**config.mk**
```make
export PLATFORM = sky130hd
export DESIGN_NAME = mul_arbiter
export DESIGN_NICKNAME = d
export VERILOG_FILES = /design/src/rtl/gpioemu_pkg.sv /design/src/rtl/mul_shift_add.sv /design/src/rtl/mul_arbiter.sv
export SDC_FILE = /design/constraint.sdc
export NUM_CORES = 1
export LEC_CHECK = 0
export CAP_MARGIN = 10
export CORE_ASPECT_RATIO = 0.7
export CORE_MARGIN = 1.5
export CORE_UTILIZATION = 55
export DETAILED_ROUTE_END_ITERATION = 16
export PLACE_DENSITY = 0.83
export REMOVE_ABC_BUFFERS = 1
export SLEW_MARGIN = 10
export SYNTH_ARGS = -nofsm -noshare
export SYNTH_HDL_FRONTEND = slang
export SYNTH_SLANG_ARGS = --single-unit
```
**constraint.sdc**
```tcl
create_clock -name clk -period 19.7 [get_ports clk]
set_input_delay 3.94 -clock clk [delete_from_list [all_inputs] [get_ports clk]]
set_output_delay 3.94 -clock clk [all_outputs]
set_load 0.02 [all_outputs]
```
**src/rtl/gpioemu_pkg.sv**
```systemverilog
// -----------------------------------------------------------------------------
// gpioemu_pkg
// Shared definitions for the arbitrated shift-add multiplier.
//   A_W_DEF / W_W_DEF : default operand width and result word width
//   POP_W             : width of the popcount result (rsp_l)
//   state_t           : control FSM state encoding
//   port_onehot()     : requester index -> one-hot port vector
// -----------------------------------------------------------------------------
package gpioemu_pkg;

    localparam int A_W_DEF = 24;
    localparam int W_W_DEF = 32;
    localparam int POP_W   = 6;

    typedef enum logic [1:0] {
        ST_IDLE  = 2'd0,
        ST_MULT  = 2'd1,
        ST_COUNT = 2'd2,
        ST_DONE  = 2'd3
    } state_t;

    function automatic logic [1:0] port_onehot(input logic idx);
        return idx ? 2'b10 : 2'b01;
    endfunction

endpackage

```
**src/rtl/mul_shift_add.sv**
```systemverilog
// -----------------------------------------------------------------------------
// mul_shift_add
// Iterative unsigned multiplier: one multiplier bit is examined per cycle,
// A_W cycles per product, full 2*A_W-bit accumulator (no truncation).
//   clk, reset  : clock, asynchronous active-high reset
//   i_start     : load operands and begin; the load happens on this edge
//   i_a1        : multiplicand
//   i_a2        : multiplier
//   o_done      : high during the final iteration cycle; o_product is the
//                 finished product from the following cycle onward
//   o_product   : accumulator, holds its value until the next i_start
// -----------------------------------------------------------------------------
module mul_shift_add
    import gpioemu_pkg::*;
#(
    parameter int A_W = A_W_DEF
)
(
    input  logic               clk,
    input  logic               reset,
    input  logic               i_start,
    input  logic [A_W-1:0]     i_a1,
    input  logic [A_W-1:0]     i_a2,
    output logic               o_done,
    output logic [2*A_W-1:0]   o_product
);

    localparam int CNT_W = $clog2(A_W) + 1;

    logic [2*A_W-1:0] r_acc;
    logic [2*A_W-1:0] r_mcand;
    logic [A_W-1:0]   r_mplier;
    logic [CNT_W-1:0] r_cnt;
    logic             r_run;

    logic [2*A_W-1:0] w_acc_next;

    // LSB of the shifting multiplier selects whether the shifted
    // multiplicand is added this cycle.
    assign w_acc_next = r_mplier[0] ? (r_acc + r_mcand) : r_acc;

    // Combinational so the controller can leave MULT on the same edge that
    // performs the last accumulation; keeps the response latency at A_W+2.
    assign o_done    = r_run && (r_cnt == CNT_W'(A_W - 1));
    assign o_product = r_acc;

    always_ff @(posedge clk or posedge reset) begin
        if (reset) begin
            r_acc    <= '0;
            r_mcand  <= '0;
            r_mplier <= '0;
            r_cnt    <= '0;
            r_run    <= 1'b0;
        end else if (i_start) begin
            r_acc    <= '0;
            r_mcand  <= {{A_W{1'b0}}, i_a1};
            r_mplier <= i_a2;
            r_cnt    <= '0;
            r_run    <= 1'b1;
        end else if (r_run) begin
            r_acc    <= w_acc_next;
            r_mcand  <= r_mcand << 1;
            r_mplier <= r_mplier >> 1;
            r_cnt    <= r_cnt + CNT_W'(1);
            if (o_done) begin
                r_run <= 1'b0;
            end
        end
    end

endmodule

```
**src/rtl/mul_arbiter.sv**
```systemverilog
// -----------------------------------------------------------------------------
// mul_arbiter
// Two-port round-robin front end for a shared iterative multiplier. A granted
// request runs A_W shift-add cycles, one popcount cycle, then pulses
// rsp_valid for the owning port. One operation in flight at a time.
//   clk, reset         : clock, asynchronous active-high reset
//   req_valid[1:0]     : per-port request
//   req0_a1, req0_a2   : port-0 operands
//   req1_a1, req1_a2   : port-1 operands
//   req_ready[1:0]     : one-hot grant, only while idle
//   rsp_valid[1:0]     : one-cycle completion pulse to the owner
//   rsp_w              : product bits [W_W-1:0]
//   rsp_l              : number of ones in rsp_w
//   rsp_ovf            : product has bits set above W_W-1
//   busy               : not idle
//   op_count           : completed operations, wraps at 16 bits
// -----------------------------------------------------------------------------
module mul_arbiter
    import gpioemu_pkg::*;
#(
    parameter int A_W = A_W_DEF,
    parameter int W_W = W_W_DEF
)
(
    input  logic             clk,
    input  logic             reset,
    input  logic [1:0]       req_valid,
    input  logic [A_W-1:0]   req0_a1,
    input  logic [A_W-1:0]   req0_a2,
    input  logic [A_W-1:0]   req1_a1,
    input  logic [A_W-1:0]   req1_a2,
    output logic [1:0]       req_ready,
    output logic [1:0]       rsp_valid,
    output logic [W_W-1:0]   rsp_w,
    output logic [POP_W-1:0] rsp_l,
    output logic             rsp_ovf,
    output logic             busy,
    output logic [15:0]      op_count
);

    // Product viewed at least W_W wide so narrow products still fill rsp_w
    // and wide ones expose their upper bits for the overflow test.
    localparam int P_W = (2 * A_W > W_W) ? 2 * A_W : W_W;

    state_t          r_state;
    logic            r_owner;
    logic            r_last_grant;
    logic            r_busy;
    logic [1:0]      r_rsp_valid;
    logic [W_W-1:0]  r_rsp_w;
    logic [POP_W-1:0] r_rsp_l;
    logic            r_rsp_ovf;
    logic [15:0]     r_op_count;

    logic            w_gnt_idx;
    logic [1:0]      w_ready;
    logic            w_accept;
    logic [A_W-1:0]  w_a1;
    logic [A_W-1:0]  w_a2;
    logic            w_mul_done;
    logic [2*A_W-1:0] w_product;
    logic [P_W-1:0]  w_prod_ext;
    logic [W_W-1:0]  w_prod_lo;
    logic            w_ovf;
    logic [POP_W-1:0] w_pop;

    // ---------------------------------------------------------------------
    // Arbitration: a lone requester always wins; on contention the port that
    // did not win last time gets the grant. Grant is held off during reset so
    // no request can be accepted while the FSM is being cleared.
    // ---------------------------------------------------------------------
    always_comb begin
        w_gnt_idx = 1'b0;
        if (req_valid == 2'b11) begin
            w_gnt_idx = ~r_last_grant;
        end else begin
            w_gnt_idx = req_valid[1];
        end
    end

    always_comb begin
        w_ready = 2'b00;
        if ((r_state == ST_IDLE) && !reset && (req_valid != 2'b00)) begin
            w_ready = port_onehot(w_gnt_idx);
        end
    end

    assign w_accept = |(req_valid & w_ready);
    assign w_a1     = w_gnt_idx ? req1_a1 : req0_a1;
    assign w_a2     = w_gnt_idx ? req1_a2 : req0_a2;

    // Operands are captured inside the multiplier on the accepting edge, so
    // later changes on req_* cannot disturb the operation in flight.
    mul_shift_add #(
        .A_W       (A_W)
    ) u_mul (
        .clk       (clk),
        .reset     (reset),
        .i_start   (w_accept),
        .i_a1      (w_a1),
        .i_a2      (w_a2),
        .o_done    (w_mul_done),
        .o_product (w_product)
    );

    // ---------------------------------------------------------------------
    // Result shaping: low word, overflow and popcount, all from the settled
    // product during COUNT.
    // ---------------------------------------------------------------------
    assign w_prod_ext = P_W'(w_product);
    assign w_prod_lo  = w_prod_ext[W_W-1:0];
    assign w_ovf      = |(w_prod_ext >> W_W);

    always_comb begin
        w_pop = '0;
        for (int i = 0; i < W_W; i++) begin
            w_pop = w_pop + POP_W'(w_prod_lo[i]);
        end
    end

    // ---------------------------------------------------------------------
    // Control FSM
    //   IDLE  -> MULT  on accept
    //   MULT  -> COUNT on the last multiplier iteration
    //   COUNT -> DONE  registers the result and the owner's rsp_valid
    //   DONE  -> IDLE  counts the completion
    // ---------------------------------------------------------------------
    always_ff @(posedge clk or posedge reset) begin
        if (reset) begin
            r_state      <= ST_IDLE;
            r_owner      <= 1'b0;
            r_last_grant <= 1'b1;
            r_busy       <= 1'b0;
            r_rsp_valid  <= 2'b00;
            r_rsp_w      <= '0;
            r_rsp_l      <= '0;
            r_rsp_ovf    <= 1'b0;
            r_op_count   <= '0;
        end else begin
            r_rsp_valid <= 2'b00;
            case (r_state)
                ST_IDLE: begin
                    if (w_accept) begin
                        r_state      <= ST_MULT;
                        r_owner      <= w_gnt_idx;
                        r_last_grant <= w_gnt_idx;
                        r_busy       <= 1'b1;
                    end
                end
                ST_MULT: begin
                    if (w_mul_done) begin
                        r_state <= ST_COUNT;
                    end
                end
                ST_COUNT: begin
                    r_rsp_w     <= w_prod_lo;
                    r_rsp_l     <= w_pop;
                    r_rsp_ovf   <= w_ovf;
                    r_rsp_valid <= port_onehot(r_owner);
                    r_state     <= ST_DONE;
                end
                ST_DONE: begin
                    r_op_count <= r_op_count + 16'd1;
                    r_busy     <= 1'b0;
                    r_state    <= ST_IDLE;
                end
                default: begin
                    r_state <= ST_IDLE;
                    r_busy  <= 1'b0;
                end
            endcase
        end
    end

    assign req_ready = w_ready;
    assign rsp_valid = r_rsp_valid;
    assign rsp_w     = r_rsp_w;
    assign rsp_l     = r_rsp_l;
    assign rsp_ovf   = r_rsp_ovf;
    assign busy      = r_busy;
    assign op_count  = r_op_count;

endmodule

```
==> flow_metrics.env <==
export IMPL_num_vias=9110
export IMPL_clkSlewWorstSetupHoldPaths_ps=70
export IMPL_grt_max_degree=118
export IMPL_hold_ws_ps=471
export IMPL_wl_per_cell_um=18.2
export IMPL_seq_area_frac_synth_pct=41.4
export IMPL_drc_errors=0
export IMPL_critical_path_most_common_cell="clkdlybuf4s50_1"
export IMPL_cp_startpoint="reset"
export IMPL_grt_pass1_vias=8995
export IMPL_finClkSkew_ps=10.5
export IMPL_gr_total_overflow=0
export IMPL_cts_buffers=17
export IMPL_post_cts_buffers=0
export IMPL_relSlewSlack_pct=26.2
export IMPL_dp_slack_ps=8920
export IMPL_outcome="complete, no violations"
export IMPL_nNetsFinal=1459
export IMPL_arrival_ps=6850
export IMPL_drtIter0Drc=851
export IMPL_coreArea_um2=20100
export IMPL_grt_pass1_wl_mm=47.0
export IMPL_row_count=43
export IMPL_grt_usage_pct=27.7
export IMPL_n_antenna_cell=0
export IMPL_worstSkewPairLatency_ps=440
export IMPL_ys_ff_latch=189
export IMPL_via_per_inst=5.85
export IMPL_max_freq_mhz=92.7
export IMPL_hold_path_depth=1
export IMPL_fp_dieW_um=175
export IMPL_initial_utilization_pct=56.9
export IMPL_ctsRootBufferMaster="clkbuf_16"
export IMPL_r2r_end="rsp_l[4]$_DFFE_PP0P_"
export IMPL_ctsHoldBuffers=0
export IMPL_yosysWarnings=0
export IMPL_rsz0062_at_grt="false"
export IMPL_areaGrowthSynthToFinish_pct=21.0
export IMPL_worstMarginPinSlew_ps=1110
export IMPL_cp_start_kind="input pin"
export IMPL_syn_area_um2=11400
export IMPL_syn_inst=1151
export IMPL_hold_viol=0
export IMPL_ff_latch_area_um2=4730
export IMPL_cts_max_level=4
export IMPL_critical_path_class="in -> out"
export IMPL_fin_tns_setup_ps=0
export IMPL_finalCritPeriodShare_pct=54.8
export IMPL_synth_ff_type="dfrtp_1"
export IMPL_first_pass_iters=5
export IMPL_dieArea_um2=21700
export IMPL_portBuffers=159
export IMPL_avgSynthCellArea_um2=9.93
export IMPL_min_to="rsp_valid[0]$_DFF_PP0_"
export IMPL_drtAntennaViolNets=0
export IMPL_setup_slack_ps=8910
export IMPL_ys_types=59
export IMPL_drv_cap=0
export IMPL_cp_slowest_stage_delay_ps=620
export IMPL_drive_above_1_share_pct=7.77
export IMPL_r2r_slack_ps=14530
export IMPL_r2r_start="u_mul.o_product[1]$_DFFE_PP0P_"
export IMPL_fill_cells=1539
export IMPL_clk_path_buf_depth=2
export IMPL_reg2reg_depth=18
export IMPL_synth_async_reset_ratio_pct=100
export IMPL_path_cells="clkdlybuf4s50_1 -> inv_8 -> o211a_1 -> buf_4 -> and2_1 -> clkdlybuf4s50_1"
export IMPL_cts_resized=0
export IMPL_multi_input_area_um2=6300
export IMPL_required_ps=15760
export IMPL_hp_class="reg -> reg"
export IMPL_synth_edf_count=0
export IMPL_routed_wl_mm=28.3
export IMPL_final_cell_mix="dfrtp_1 (187), clkdlybuf4s50_1 (159), a21oi_1 (123)"
export IMPL_min_from="r_owner$_DFFE_PP0P_"
export IMPL_worstSetupEndpointType="output pin"
export IMPL_io_pins=160
export IMPL_grt_antenna_before_repair=0
export IMPL_final_common_cell="dfrtp_1"
export IMPL_slew_viol_final=0
export IMPL_setup_violations=0
export IMPL_cpMaxStageDelayCell="clkdlybuf4s50_1"
export IMPL_period_needed_ps=10790
export IMPL_worstPathMaxFanout=117
export IMPL_die_h_um=124
export IMPL_cts_tree="done"
export IMPL_dp_hpwl_mm=19.7
export IMPL_gp_congestion=0.905
export IMPL_cts_sinks=189
[worst max path at each step]
stage | slack (ps) | depth (start not counted) | endpoint
final | 8910 | 6 | req_ready[1]
after floorplan | 1800 | 3 | req_ready[0]
after global placement | 8930 | 6 | req_ready[1]
after detailed placement | 8920 | 6 | req_ready[1]
after global routing | 8680 | 6 | req_ready[1]
after CTS | 8900 | 6 | req_ready[1]
[cell usage after synthesis, drive strengths merged (19+ instances only)]
cell type	count	area [um2]
dfrtp	188	4700
a21oi	124	624
nand2	111	417
mux2i	77	771
nor2	67	251
ha	60	751
a211oi	50	380
clkbuf	49	184
nor2b	48	300
inv	46	173
o21ai	43	223
xnor2	42	368
mux2	38	428
a21o	27	203
fa	25	500
nand3	19	95.1
xor2	19	166
[area by class of cell]
type | count | share of cell area (%)
clock buffer | 18 | 3.18
clock inverter | 14 | 1.27
inverter | 46 | 1.30
multi-input combinational | 853 | 45.6
sequential | 189 | 34.3
tap | 270 | 2.44
timing repair buffer | 167 | 11.9
[flip-flops by register name, summed over array words and instances (netlist names), 2 cells and up]
register         count
u_mul.r_mplier      24
op_count            16
u_mul.o_product     48
rsp_l                6
u_mul.r_cnt          6
rsp_valid            2
rsp_w               32
u_mul.r_mcand       48
r_state              2
[through the flow]
stage | util [%] | cell area (um2) | std cells
6_report | 68.9 | 13800 | 1557
5_1_grt | 68.9 | 13800 | 1557
4_1_cts | 68.9 | 13800 | 1557
3_5_place_dp | 65.8 | 13200 | 1525
3_3_place_gp | 65.8 | 13200 | 1525
2_1_floorplan | - | 11200 | 1088
[per-layer routing]
metal / track usage [%] / share of wire [%]
met1: 41.3 / 48
met2: 40.5 / 42
met4: 6.78 / 0.97
met5: 0 / 0
met3: 6.96 / 8.5
[cell families (layout without fill, tap and decap cells)]
logic type / Yosys count / after routing / share of synthesized area (%)
AOI/OAI and AO/OA: 297 / 297 / 16.7
and+or+nand+nor: 295 / 295 / 12.2
DFF: 189 / 189 / 41.4
muxes: 115 / 115 / 10.5
buffers and inverters: 109 / 245 / 3.58
adders and majority gates: 85 / 85 / 11.0
xor gates and xnor gates: 61 / 61 / 4.68
[critical path: cells and delay by family]
| family | cells | cell delay, ps |
|---|---|---|
| buffers and inverters | 4 | 2250 |
| AO/OA/AOI/OAI | 1 | 270 |
| AND/OR/NAND/NOR | 1 | 270 |
Power is not shown: default switching activity piles up to over one toggle a cycle in this logic, so the estimate is an artifact.
